## config.mk

```make
export PLATFORM = sky130hd
export DESIGN_NAME = tx_arbiter
export DESIGN_NICKNAME = d
export VERILOG_FILES = /design/src/rtl/tx_arbiter.sv
export SDC_FILE = /design/constraint.sdc
export NUM_CORES = 1
export LEC_CHECK = 0
export BUFFER_PORTS_ARGS = -buffer_cell sky130_fd_sc_hd__buf_2
export CORE_ASPECT_RATIO = 1.25
export CORE_MARGIN = 3
export CORE_UTILIZATION = 50
export CTS_BUF_LIST = sky130_fd_sc_hd__clkbuf_16
export DETAILED_ROUTE_END_ITERATION = 16
export HOLD_SLACK_MARGIN = 0.02
export PLACE_DENSITY = 0.72
export SYNTH_ARGS = -nofsm -noshare
export SYNTH_HDL_FRONTEND = slang
export SYNTH_SLANG_ARGS = --single-unit
```

## constraint.sdc

```tcl
create_clock -name clk -period 2.6 [get_ports clk]
set_input_delay 0.52 -clock clk [delete_from_list [all_inputs] [get_ports clk]]
set_output_delay 0.52 -clock clk [all_outputs]
set_load 0.01 [all_outputs]
```

## src/rtl/tx_arbiter.sv

```systemverilog
// tx_arbiter: round-robin scheduler sharing one UART transmitter among N_REQ requesters,
// with start strobe, busy tracking, inter-frame gap and sticky start-timeout flag.
module tx_arbiter #(
   parameter int N_REQ      = 4,
   parameter int GAP_CYCLES = 16,
   parameter int TIMEOUT    = 255
) (
   input  logic                     clk,
   input  logic                     rst,
   input  logic [N_REQ-1:0]         req_valid,
   input  logic [4*N_REQ-1:0]       req_dado,
   input  logic [4*N_REQ-1:0]       req_instrucao,
   output logic [N_REQ-1:0]         req_ready,
   input  logic                     tx_busy,
   output logic [3:0]               tx_dado,
   output logic [3:0]               tx_instrucao,
   output logic                     tx_botao,
   output logic [$clog2(N_REQ)-1:0] grant_id,
   output logic                     ativo,
   output logic                     erro
);
   localparam int GW   = $clog2(N_REQ);
   localparam int MAXC = TIMEOUT > GAP_CYCLES ? TIMEOUT : GAP_CYCLES;
   localparam int CW   = MAXC < 1 ? 1 : $clog2(MAXC + 1);

   typedef enum logic [2:0] {IDLE, LOAD, WAIT_BUSY, WAIT_DONE, GAP} state_t;

   state_t           state_q;
   logic [CW-1:0]    cnt_q;
   logic [GW-1:0]    grant_q, win_d;
   logic [3:0]       dado_q, instr_q, dado_d, instr_d;
   logic             botao_q, ativo_q, erro_q;
   logic [N_REQ-1:0] ready_q;

   // nearest valid index after the last grant wins; descending offsets let the nearest overwrite
   always_comb begin
      win_d = grant_q;
      dado_d = '0;
      instr_d = '0;
      for (int i = N_REQ; i >= 1; i--)
         for (int j = 0; j < N_REQ; j++)
            if (j == (int'(grant_q) + i) % N_REQ && req_valid[j]) begin
               win_d = GW'(j);
               dado_d = req_dado[4*j +: 4];
               instr_d = req_instrucao[4*j +: 4];
            end
   end

   always_ff @(posedge clk or negedge rst) begin
      if (!rst) begin
         state_q <= IDLE;
         cnt_q <= '0;
         grant_q <= GW'(N_REQ - 1);
         dado_q <= '0;
         instr_q <= '0;
         botao_q <= 1'b0;
         ready_q <= '0;
         ativo_q <= 1'b0;
         erro_q <= 1'b0;
      end else begin
         botao_q <= 1'b0;
         ready_q <= '0;
         cnt_q <= '0;
         case (state_q)
            IDLE: if (|req_valid) begin
               state_q <= LOAD;
               ativo_q <= 1'b1;
               grant_q <= win_d;
               dado_q <= dado_d;
               instr_q <= instr_d;
               botao_q <= 1'b1;
               ready_q <= N_REQ'(1) << win_d;
            end
            LOAD: state_q <= WAIT_BUSY;
            WAIT_BUSY: if (tx_busy) state_q <= WAIT_DONE;
               else if (int'(cnt_q) == TIMEOUT - 1) begin
                  erro_q <= 1'b1;
                  state_q <= GAP_CYCLES == 0 ? IDLE : GAP;
                  ativo_q <= GAP_CYCLES != 0;
               end else cnt_q <= cnt_q + 1'b1;
            WAIT_DONE: if (!tx_busy) begin
               state_q <= GAP_CYCLES == 0 ? IDLE : GAP;
               ativo_q <= GAP_CYCLES != 0;
            end
            GAP: if (int'(cnt_q) == GAP_CYCLES - 1) begin
               state_q <= IDLE;
               ativo_q <= 1'b0;
            end else cnt_q <= cnt_q + 1'b1;
            default: state_q <= IDLE;
         endcase
      end
   end

   assign req_ready    = ready_q;
   assign tx_dado      = dado_q;
   assign tx_instrucao = instr_q;
   assign tx_botao     = botao_q;
   assign grant_id     = grant_q;
   assign ativo        = ativo_q;
   assign erro         = erro_q;
endmodule

```

**After elaboration in Yosys (flattened, before gate mapping)**

Index checks and enable logic that the tools add are counted.

- Register bits after elaboration: 28
- Output and inout port bits: 17
- Word-level logic and storage cells: 143

- Add/subtract/negate cells: 5
- Equality and inequality tests: 24
- Shift operators: 1
- Muxes and demuxes: 68
- Bitwise operators: 5
- Reductions and logical operators: 31

Operators by type and width:

| kind | count |
|---|---|
| 4-bit 2-to-1 mux | 34 |
| 32-bit zero test | 4 |
| 2-bit 2-to-1 mux | 16 |
| 3-bit == test, first input constant | 8 |
| 8-bit 2-to-1 mux | 3 |
| 1-bit logical AND | 16 |
| 8-bit one-hot mux with 2 select lines | 1 |
| 3-bit 2-to-1 mux | 5 |
| 3-bit one-hot mux with 5 select lines | 1 |
| 2-bit by 3-bit == test with 1-bit output, first input constant | 4 |
| 2-bit != test, second input constant | 5 |
| 8-bit by 1-bit adder with 8-bit output, second input constant | 1 |
| 8-bit by 2-bit == test with 1-bit output, second input constant | 1 |
| 8-bit by 5-bit == test with 1-bit output, second input constant | 1 |
| 2-bit OR reduction | 4 |
| 1-bit 2-to-1 mux | 7 |
| 3-bit by 2-bit == test with 1-bit output, second input constant | 2 |
| 6-bit AND reduction | 1 |
| 2-bit by 1-bit adder with 2-bit output, second input constant | 2 |
| 2-bit adder, second input constant | 2 |
| 1-bit bitwise AND, first input constant | 4 |
| 1-bit one-hot mux with 4 select lines | 1 |
| 4-bit AND reduction | 1 |
| 4-bit nonzero test | 1 |
| 9 further kinds | 9 |

**Logic depth before layout (Yosys ltp)**

Gate-level depths: netlist of the first run.

- Depth after elaboration: 24
- Depth in mapped cells: 9

**Worst setup path after synthesis of the first run**

No wires, ideal clock.

- Path type: input-to-reg
- From: in req_valid[1]
- To: reg dado_q[0] (netlist: tx_dado[0])
- Library setup time: 123 ps
- Arrival time: 1821 ps
- Data required time: 2477 ps
- Slack: 657 ps
- Stages on the path: 8
- Path buffers: 2
- Path through: buf_4 -> nor4_2 -> or4_1 -> buf_4 -> inv_2 -> o21ai_2 -> a221o_1 -> o221a_1

- Word-level cells in the longest chain between the ends: 16
- Elaborated cells on any way between the ends: 21
- Classes of those cells: 15 x mux; 6 x reduce/logical

Ends and longest elaborated chain:

| element | line | source |
|---|---|---|
| from (decl) | 10 | `input logic [N_REQ-1:0] req_valid,` |
| 1-bit logical AND | 42 | `if (j == (int'(grant_q) + i) % N_REQ && req_valid[j]) begin` |
| 4-bit 2-to-1 mux (15 in a row) | 42 |  |
| to (signal assigned) | 69 | `dado_q <= dado_d;` |
| to (decl) | 31 | `logic [3:0] dado_q, instr_q, dado_d, instr_d;` |

Several ways; a longest one is shown, not always the timed one.
A chain may end at the register's enable or synchronous reset.

**Worst setup path after layout of the first run**

- From: reg grant_q[0] (netlist: grant_id[0])
- To: reg instr_q[1] (netlist: tx_instrucao[1])

- Word-level cells in the longest chain between the ends: 21
- Elaborated cells on any way between the ends: 60
- Classes of those cells: 4 x add/sub; 12 x eq/ne; 16 x mux; 4 x bitwise; 24 x reduce/logical

Ends and longest elaborated chain:

| element | line | source |
|---|---|---|
| from (decl) | 30 | `logic [GW-1:0] grant_q, win_d;` |
| from (signal assigned) | 53 | `grant_q <= GW'(N_REQ - 1);` |
| from (signal assigned) | 68 | `grant_q <= win_d;` |
| 2-bit by 1-bit adder with 2-bit output | 42 |  |
| 2-bit OR reduction (no line) | -- |  |
| 1-bit bitwise AND (no line) | -- |  |
| 32-bit zero test | 42 |  |
| 1-bit logical AND | 42 |  |
| 4-bit 2-to-1 mux (15 in a row) | 42 |  |
| 4-bit 2-to-1 mux * | 42 |  |
| to (signal assigned) | 70 | `instr_q <= instr_d;` |
| to (decl) | 31 |  |

Mark *: on every way between the ends. The rest lies on a longest branch, timed or not.

==> flow_metrics.tcl, run 1 <==
set metrics [dict create \
    ios 56 \
    fillCellCount 482 \
    grt_max_degree 29 \
    path_clk_slew_ns 0.07 \
    cts.sinks 28 \
    synth-async-reset-ratio_pct 100 \
    ys_warn_count 0 \
    netlist_area_sq_um 2640 \
    skew_ns 0.00254 \
    start_util_pct 53.9 \
    synthTopCellsByCount "a21oi_1, nor2_1, nand2_1, nand3_1" \
    crit_type "register to register" \
    fin_cells 462 \
    placed_area_sq_um 2910 \
    status "finished clean" \
    critPathLaunchType "register" \
    hpwl_um 5830 \
    ant_nets 0 \
    cts.path.max_buffers 2 \
    cts_root_buffer "clkbuf_16" \
    period_needed_ns 2.25 \
    die_area_sq_um 6200 \
    cts_htree_levels 1 \
    cp_max_fo 27 \
    powerDensity_nw_per_um2 991 \
    via_per_inst 6.76 \
    rsz0062_at_grt "false" \
    num_rows 28 \
    drc 0 \
    dp_cells 459 \
    yosysSeqAreaShare_pct 26.6 \
    synth_cell_types 58 \
    grt_pass1_vias 2783 \
    report.final.slew_viol_count 0 \
    synth_cells 367 \
    timing.setup.tns_ns 0 \
    fin_area_sq_um 2980 \
    diodes 0 \
    p_leak_nw 1.28 \
    cts_hold_buffers 0 \
    die_w_um 71.0 \
    finalWeightedCongestion 0.954 \
    multi_input_area_sq_um 1740 \
    synthToLayoutAreaGrowth_pct 12.8 \
    core-area_sq_um 4900 \
    die_h_um 87.3 \
    vias 3125 \
    cp-startpoint "grant_id[0]" \
    drt_wl_total_um 8340 \
    antenna_found_initial 0 \
    synthTopCellsByArea "dfrtp_1, a21oi_1, nand3_1" \
    timing.slew.headroom_pct 55.8 \
    grt_usage_pct 26.5 \
    overflow 0 \
    max-cap-violations 0 \
    crit_arrival_ns 2.44 \
    cts_resized 0 \
    drtPass1Iterations 5 \
    regArea_sq_um 703 \
    crit_end "tx_instrucao[1]" \
    drt_iter0_drc 241 \
    grt_pass1_wl_um 13500 \
    cp.required_ns 2.79 \
    r2r_cells 5 \
    layout.nets 445 \
    clock_latency_ns 0.27 \
    yosysMostFrequentCell "a21oi_1" \
    r2r-end "tx_instrucao[1]" \
    synth_seq_cells 28 \
    synth.largest_area_cell "dfrtp_1" \
    synth_area_per_cell_sq_um 7.20 \
    post-route-period-util_pct 86.6 \
    tightest_slew_ns 0.662 \
    peakVddDrop_mv 0.475 \
    drive_gt1_share_pct 18.9 \
    io_buffers 55 \
    cp-end-kind "register" \
    r2r_slack_ns 0.35 \
    cts_tree "built" \
    max_freq_mhz 444 \
    synth_top_area_share_pct 24.6 \
    cts_setup_buffers 0 \
    reg2reg_from "grant_id[0]" \
    syn_nets 408 \
    hp-class "primary input to asynchronous set/reset pin" \
    setup_violations 0 \
    synth_edf_count 0 \
    wl_per_cell_um 18.0 \
    synth_ff_type "dfrtp_1" \
    cts_buffers 3 \
    finalHoldViolCount 0 \
]
## metrics by stage
stage	utilization (%)	power (W)	setup WS, ns	hold slack, ns
finish	60.8	0.00295	0.348	0.280
global route	60.8	0.00316	0.191	0.334
CTS	60.8	0.00291	0.401	0.309
detailed placement	59.2	0.00255	0.325	0.477
global placement	59.2	0.00253	0.374	0.444
floorplan	-	0.00210	0.657	0.224
## worst max-delay path, stage by stage, from the launching register on
cell     delay, ns
dfstp_2       0.82
nand2_1       0.20
a21oi_1       0.57
a21oi_1       0.07
or3_1         0.36
a31oi_1       0.14
## logic make-up (layout without fill, tap and decap cells)
group	after synthesis	in the layout	synth area share, %
compound gates	134	134	32.5
xor+xnor	6	6	1.99
fa+ha+maj	2	2	0.947
buf+inv	42	77	7.58
flops	28	28	26.6
simple gates	155	155	30.4
## routing by layer
layer | up-vias | track usage (%) | share of wire [%]
met5 | - | 0 | 0
met4 | 0 | 10.6 | 3.1
met3 | 32 | 2.77 | 10
met2 | 210 | 42.8 | 46
met1 | 1438 | 36.3 | 40
li1 | 1445 | - | -
## cell usage in the layout (no fill, tap or decap), drive strengths merged, types with 8 or more instances in the layout
cell / count
nand2: 29
nand2b: 10
o22ai: 20
a31oi: 8
inv: 8
o21ai: 28
dfrtp: 26
nor2b: 9
nand3: 29
nor3: 12
a211oi: 10
buf: 66
a21oi: 32
nor2: 31
## registers in the layout, summed over array words and instances (netlist names)
| name | cells |
|---|---|
| state_q | 3 |
| cnt_q | 8 |
| grant_id | 2 |
| ativo | 1 |
| tx_botao | 1 |
| tx_dado | 4 |
| tx_instrucao | 4 |
| req_ready | 4 |
| erro | 1 |
## power by group
part	internal (W)	switching, W
Sequential	0.000591	0.000199
Clock	0.000205	0.000157
Combinational	0.000701	0.00110
## worst min-delay path by stage
stage / slack, ns / endpoint
finish: 0.28 / erro
floorplan: 0.22 / ativo
global placement: 0.44 / erro
CTS: 0.31 / erro
global route: 0.33 / erro
detailed placement: 0.48 / tx_dado[1]
## cell type report
| type | instances | share of cell area (%) |
|---|---|---|
| timing repair buffer | 66 | 12.0 |
| multi-input combinational | 297 | 58.4 |
| sequential | 28 | 23.6 |
| inverter | 8 | 1.01 |
| clock buffer | 3 | 2.52 |
| tap | 60 | 2.52 |
(Power assumes the default switching activity.)
==> run 2: changes to the inputs <==
--- a/config.mk
+++ b/config.mk
@@ -6,7 +6,7 @@
 export NUM_CORES = 1
 export LEC_CHECK = 0
 export BUFFER_PORTS_ARGS = -buffer_cell sky130_fd_sc_hd__buf_2
-export CORE_ASPECT_RATIO = 1.25
+export CORE_ASPECT_RATIO = 1.4
 export CORE_MARGIN = 3
 export CORE_UTILIZATION = 50
 export CTS_BUF_LIST = sky130_fd_sc_hd__clkbuf_16
==> run 2 against run 1 <==
  * Core utilization shrank 0.21 points
  * Flip-flop and latch count is the same
  * Cell count grew 1.3%
  * Sequential power grew 2.5%
  * Sequential share of layout area shrank 0.33 points
  * Critical endpoint is now tx_dado[3]
  * Power grew 3.9%
==> flow_metrics.tcl, run 2 (synthesis results as in run 1) <==
set metrics [dict create \
    status "finished clean" \
    cts_root_buffer "clkbuf_16" \
    core-area_sq_um 4990 \
    place_ws_ns 0.357 \
    p_leak_nw 1.30 \
    grt_usage_pct 28.2 \
    overflow 0 \
    dp_cells 464 \
    report.final.slew_viol_count 0 \
    critPathLaunchType "register" \
    start_util_pct 52.9 \
    powerDensity_nw_per_um2 1010 \
    die_area_sq_um 6210 \
    drc 0 \
    drtPass1Iterations 5 \
    cp.required_ns 2.79 \
    tightest_slew_ns 0.658 \
    layout_common_cells "buf_2, a21oi_1, nor2_1, nand2_1, nand3_1" \
    cp-startpoint "grant_id[0]" \
    grt_pass1_vias 2802 \
    cts_resized 0 \
    path_common_cell "a21oi_1" \
    cts.sinks 28 \
    via_per_inst 6.62 \
    num_rows 30 \
    r2r_slack_ns 0.28 \
    cts.path.max_buffers 2 \
    crit_end "tx_dado[3]" \
    fin_cells 468 \
    r2r_cells 5 \
    hpwl_um 5980 \
    cts_hold_buffers 0 \
    max-cap-violations 0 \
    die_w_um 67.4 \
    setup_slack_ns 0.276 \
    grt_max_degree 30 \
    period_needed_ns 2.32 \
    antenna_found_initial 0 \
    cts_tree "built" \
    drive_gt1_share_pct 19.3 \
    r2r-end "tx_dado[3]" \
    regMostFlops "cnt_q" \
    cts_htree_levels 1 \
    finalHoldViolCount 0 \
    cts_buffers 3 \
    path_clk_slew_ns 0.07 \
    crit_path_cell_trace "nand2_1, a21oi_1, a21oi_1, or3_1, a31oi_1" \
    drt_iter0_drc 239 \
    post-route-period-util_pct 89.4 \
    crit_type "register to register" \
    hp-class "primary input to asynchronous set/reset pin" \
    fillCellCount 485 \
    final_common_cell "buf_2" \
    ant_nets 0 \
    timing.slew.headroom_pct 56.1 \
    ios 56 \
    placed_area_sq_um 2920 \
    drt_wl_total_um 8530 \
    die_h_um 92.0 \
    peakVddDrop_mv 0.483 \
    m1WireLength_um 3300 \
    diodes 0 \
    fin_area_sq_um 3020 \
    max_stage_delay_ns 0.86 \
    max_freq_mhz 430 \
    reg2reg_from "grant_id[0]" \
    cp-end-kind "register" \
    cts_setup_buffers 0 \
    setup_violations 0 \
    rsz0062_at_grt "false" \
    wl_met2_um 4050 \
    finalWeightedCongestion 0.951 \
    cp_max_fo 29 \
    clock_latency_ns 0.26 \
    skew_ns 0.00629 \
    crit_arrival_ns 2.51 \
    layout.nets 446 \
    timing.setup.tns_ns 0 \
    wl_per_cell_um 18.2 \
    top_layer "met4" \
    grt_pass1_wl_um 13700 \
    largest_reg_flops 8 \
    synthToLayoutAreaGrowth_pct 14.4 \
    slowest_stage "dfstp_2" \
    met3_length_um 847 \
    vias 3099 \
    io_buffers 55 \
]
run 2: cell count changes in the layout (fill, tap and decap cells not counted):
| cell | change |
|---|---|
| buf_4 | +1 |
| bufinv_16 | +1 |
run 2: metrics by stage:
stage / power [W] / hold WS (ns) / utilization, %
finish: 0.00307 / 0.272 / 60.6
detailed placement: 0.00257 / 0.447 / 58.4
floorplan: 0.00210 / 0.224 / -
global route: 0.00330 / 0.313 / 60.6
CTS: 0.00303 / 0.298 / 60.6
global placement: 0.00256 / 0.435 / 58.4
run 2: critical path, delay by kind of cell, from the launching register on:
family | cells | cell delay [ns]
AO/OA/AOI/OAI | 3 | 0.79
AND/OR/NAND/NOR | 2 | 0.59
flip-flops | 1 | 0.86
run 2: report_power, final:
part | total (W) | switching [W] | internal (W)
sequential | 0.000809 | 0.000218 | 0.000591
clock | 0.000459 | 0.000152 | 0.000307
combinational | 0.00180 | 0.00109 | 0.000711
total | 0.00307 | 0.00146 | 0.00161
run 2: final cells by class:
type	instances	area (sq um)	share of cell area, %
Clock buffer	3	75.1	2.48
Clock inverter	1	30.0	0.993
Inverter	8	30.0	0.993
Multi-Input combinational cell	297	1740	57.5
Sequential cell	28	703	23.3
Tap cell	64	80.1	2.65
Timing Repair Buffer	67	365	12.1
run 2: how the worst min path moves through the flow:
stage	startpoint	cells past startpoint	end	slack, ns
6_report	rst	1	erro	0.27
4_1_cts	rst	1	erro	0.30
5_1_grt	rst	1	erro	0.31
3_3_place_gp	erro	1	erro	0.44
3_5_place_dp	erro	1	erro	0.45
2_1_floorplan	rst	0	ativo	0.22
run 2: routing by layer:
metal  global-route usage, %  vias up
met1                    38.2     1409
met2                    43.2      202
met4                    13.7        0
li1                        -     1452
met3                    4.17       36
met5                       0        -
==> run 3: changes to the inputs <==
--- a/config.mk
+++ b/config.mk
@@ -9,10 +9,11 @@
 export CORE_ASPECT_RATIO = 1.4
 export CORE_MARGIN = 3
 export CORE_UTILIZATION = 50
-export CTS_BUF_LIST = sky130_fd_sc_hd__clkbuf_16
+export CTS_BUF_LIST = sky130_fd_sc_hd__clkbuf_4
 export DETAILED_ROUTE_END_ITERATION = 16
 export HOLD_SLACK_MARGIN = 0.02
 export PLACE_DENSITY = 0.72
 export SYNTH_ARGS = -nofsm -noshare
 export SYNTH_HDL_FRONTEND = slang
 export SYNTH_SLANG_ARGS = --single-unit
+export TNS_END_PERCENT = 100
==> run 3 against run 2 <==
  * Setup slack got worse by 0.014 ns
  * Register-to-register slack about the same
  * Combinational power is essentially flat
  * Critical path depth stayed put
  * Clock-buffer cell count unchanged
  * Worst hold slack got worse by 0.11 ns
  * Die area did not move
  * Cell count did not move
==> flow_metrics.tcl, run 3 (synthesis results as in run 1) <==
set metrics [dict create \
    status "finished clean" \
    r2r_slack_ns 0.26 \
    skew_ns 0.0157 \
    cts_htree_levels 1 \
    cts_hold_buffers 0 \
    start_util_pct 52.9 \
    drc 0 \
    path_clk_slew_ns 0.17 \
    p_leak_nw 1.28 \
    synthToLayoutAreaGrowth_pct 12.4 \
    ant_nets 0 \
    cts.path.max_buffers 2 \
    layout_common_cells "buf_2, a21oi_1, nor2_1, nand2_1, nand3_1" \
    overflow 0 \
    cp_max_fo 29 \
    grt_pass1_vias 2793 \
    rsz0062_at_grt "false" \
    critPathLaunchType "register" \
    timing.slew.headroom_pct 54.9 \
    powerDensity_nw_per_um2 979 \
    layout.nets 446 \
    hpwl_um 5980 \
    grt_usage_pct 27.8 \
    place_ws_ns 0.357 \
    cts_tree "built" \
    period_needed_ns 2.34 \
    finalHoldViolCount 0 \
    die_w_um 67.4 \
    antenna_found_initial 0 \
    grt_max_degree 30 \
    grt_pass1_wl_um 13600 \
    cts_setup_buffers 0 \
    num_rows 30 \
    wl_per_cell_um 18.1 \
    r2r-end "tx_dado[3]" \
    r2r_cells 5 \
    timing.setup.tns_ns 0 \
    drive_gt1_share_pct 19.3 \
    max_freq_mhz 428 \
    peakVddDrop_mv 0.507 \
    cts_resized 0 \
    via_per_inst 6.65 \
    cp-end-kind "register" \
    crit_arrival_ns 2.62 \
    final_common_cell "buf_2" \
    setup_slack_ns 0.262 \
    cts_root_buffer "clkbuf_4" \
    vias 3112 \
    crit_type "register to register" \
    clock_latency_ns 0.34 \
    setup_violations 0 \
    hp-class "primary input to asynchronous set/reset pin" \
    cts.sinks 28 \
    cts_buffers 3 \
    max-cap-violations 0 \
    cp.required_ns 2.88 \
    drt_wl_total_um 8450 \
    die_area_sq_um 6210 \
    drt_iter0_drc 258 \
    largest_reg_flops 8 \
    reg2reg_from "grant_id[0]" \
    io_buffers 55 \
    core-area_sq_um 4990 \
    ios 56 \
    report.final.slew_viol_count 0 \
    diodes 0 \
    drtPass1Iterations 6 \
    tightest_slew_ns 0.675 \
    post-route-period-util_pct 89.9 \
    regMostFlops "cnt_q" \
    die_h_um 92.0 \
    finalWeightedCongestion 0.951 \
]
## run 3: routing by layer
metal  GRT usage [%]  routed length [um]  vias up  share of wire, %
li1                -                   -     1455                 -
met1            38.4                3220     1405                38
met2            41.6                3920      213                46
met3            4.78                 930       39                11
met4            12.7                 370        0               4.4
met5               0                   0        -                 0
## run 3: power breakdown
group | internal (W) | switching, W
logic | 0.000711 | 0.00109
clock network | 0.000156 | 0.000142
registers | 0.000589 | 0.000217
total | 0.00146 | 0.00145
## run 3: area by class of cell
class | instances | area, sq um
Inverter | 8 | 30.0
Clock buffer | 3 | 22.5
Sequential cell | 28 | 703
Clock inverter | 1 | 30.0
Timing Repair Buffer | 67 | 365
Multi-Input combinational cell | 297 | 1740
Tap cell | 64 | 80.1
Fill cell | 496 | 2020
## run 3: worst max-delay path, cell delays in order (launching register included)
cell	delay [ns]
dfstp_2	0.89
nand2_1	0.22
a21oi_1	0.55
a21oi_1	0.08
or3_1	0.37
a31oi_1	0.15
## run 3: per-stage QoR
step	cell area [sq um]	util [%]	std cells	hold slack, ns	power [W]
global placement	2920	58.4	464	0.435	0.00256
floorplan	2640	-	367	0.224	0.00210
finish	2970	59.5	468	0.163	0.00291
global route	2970	59.5	468	0.189	0.00313
detailed placement	2920	58.4	464	0.447	0.00257
CTS	2970	59.5	468	0.195	0.00286
## run 3: how the worst max path moves through the flow
stage | start | to | slack (ns)
global route | grant_id[0] | tx_instrucao[2] | 0.13
CTS | grant_id[0] | tx_dado[3] | 0.34
finish | grant_id[0] | tx_dado[3] | 0.26
detailed placement | req_valid[1] | tx_dado[0] | 0.36
global placement | req_valid[1] | tx_dado[0] | 0.40
floorplan | req_valid[1] | tx_dado[0] | 0.66
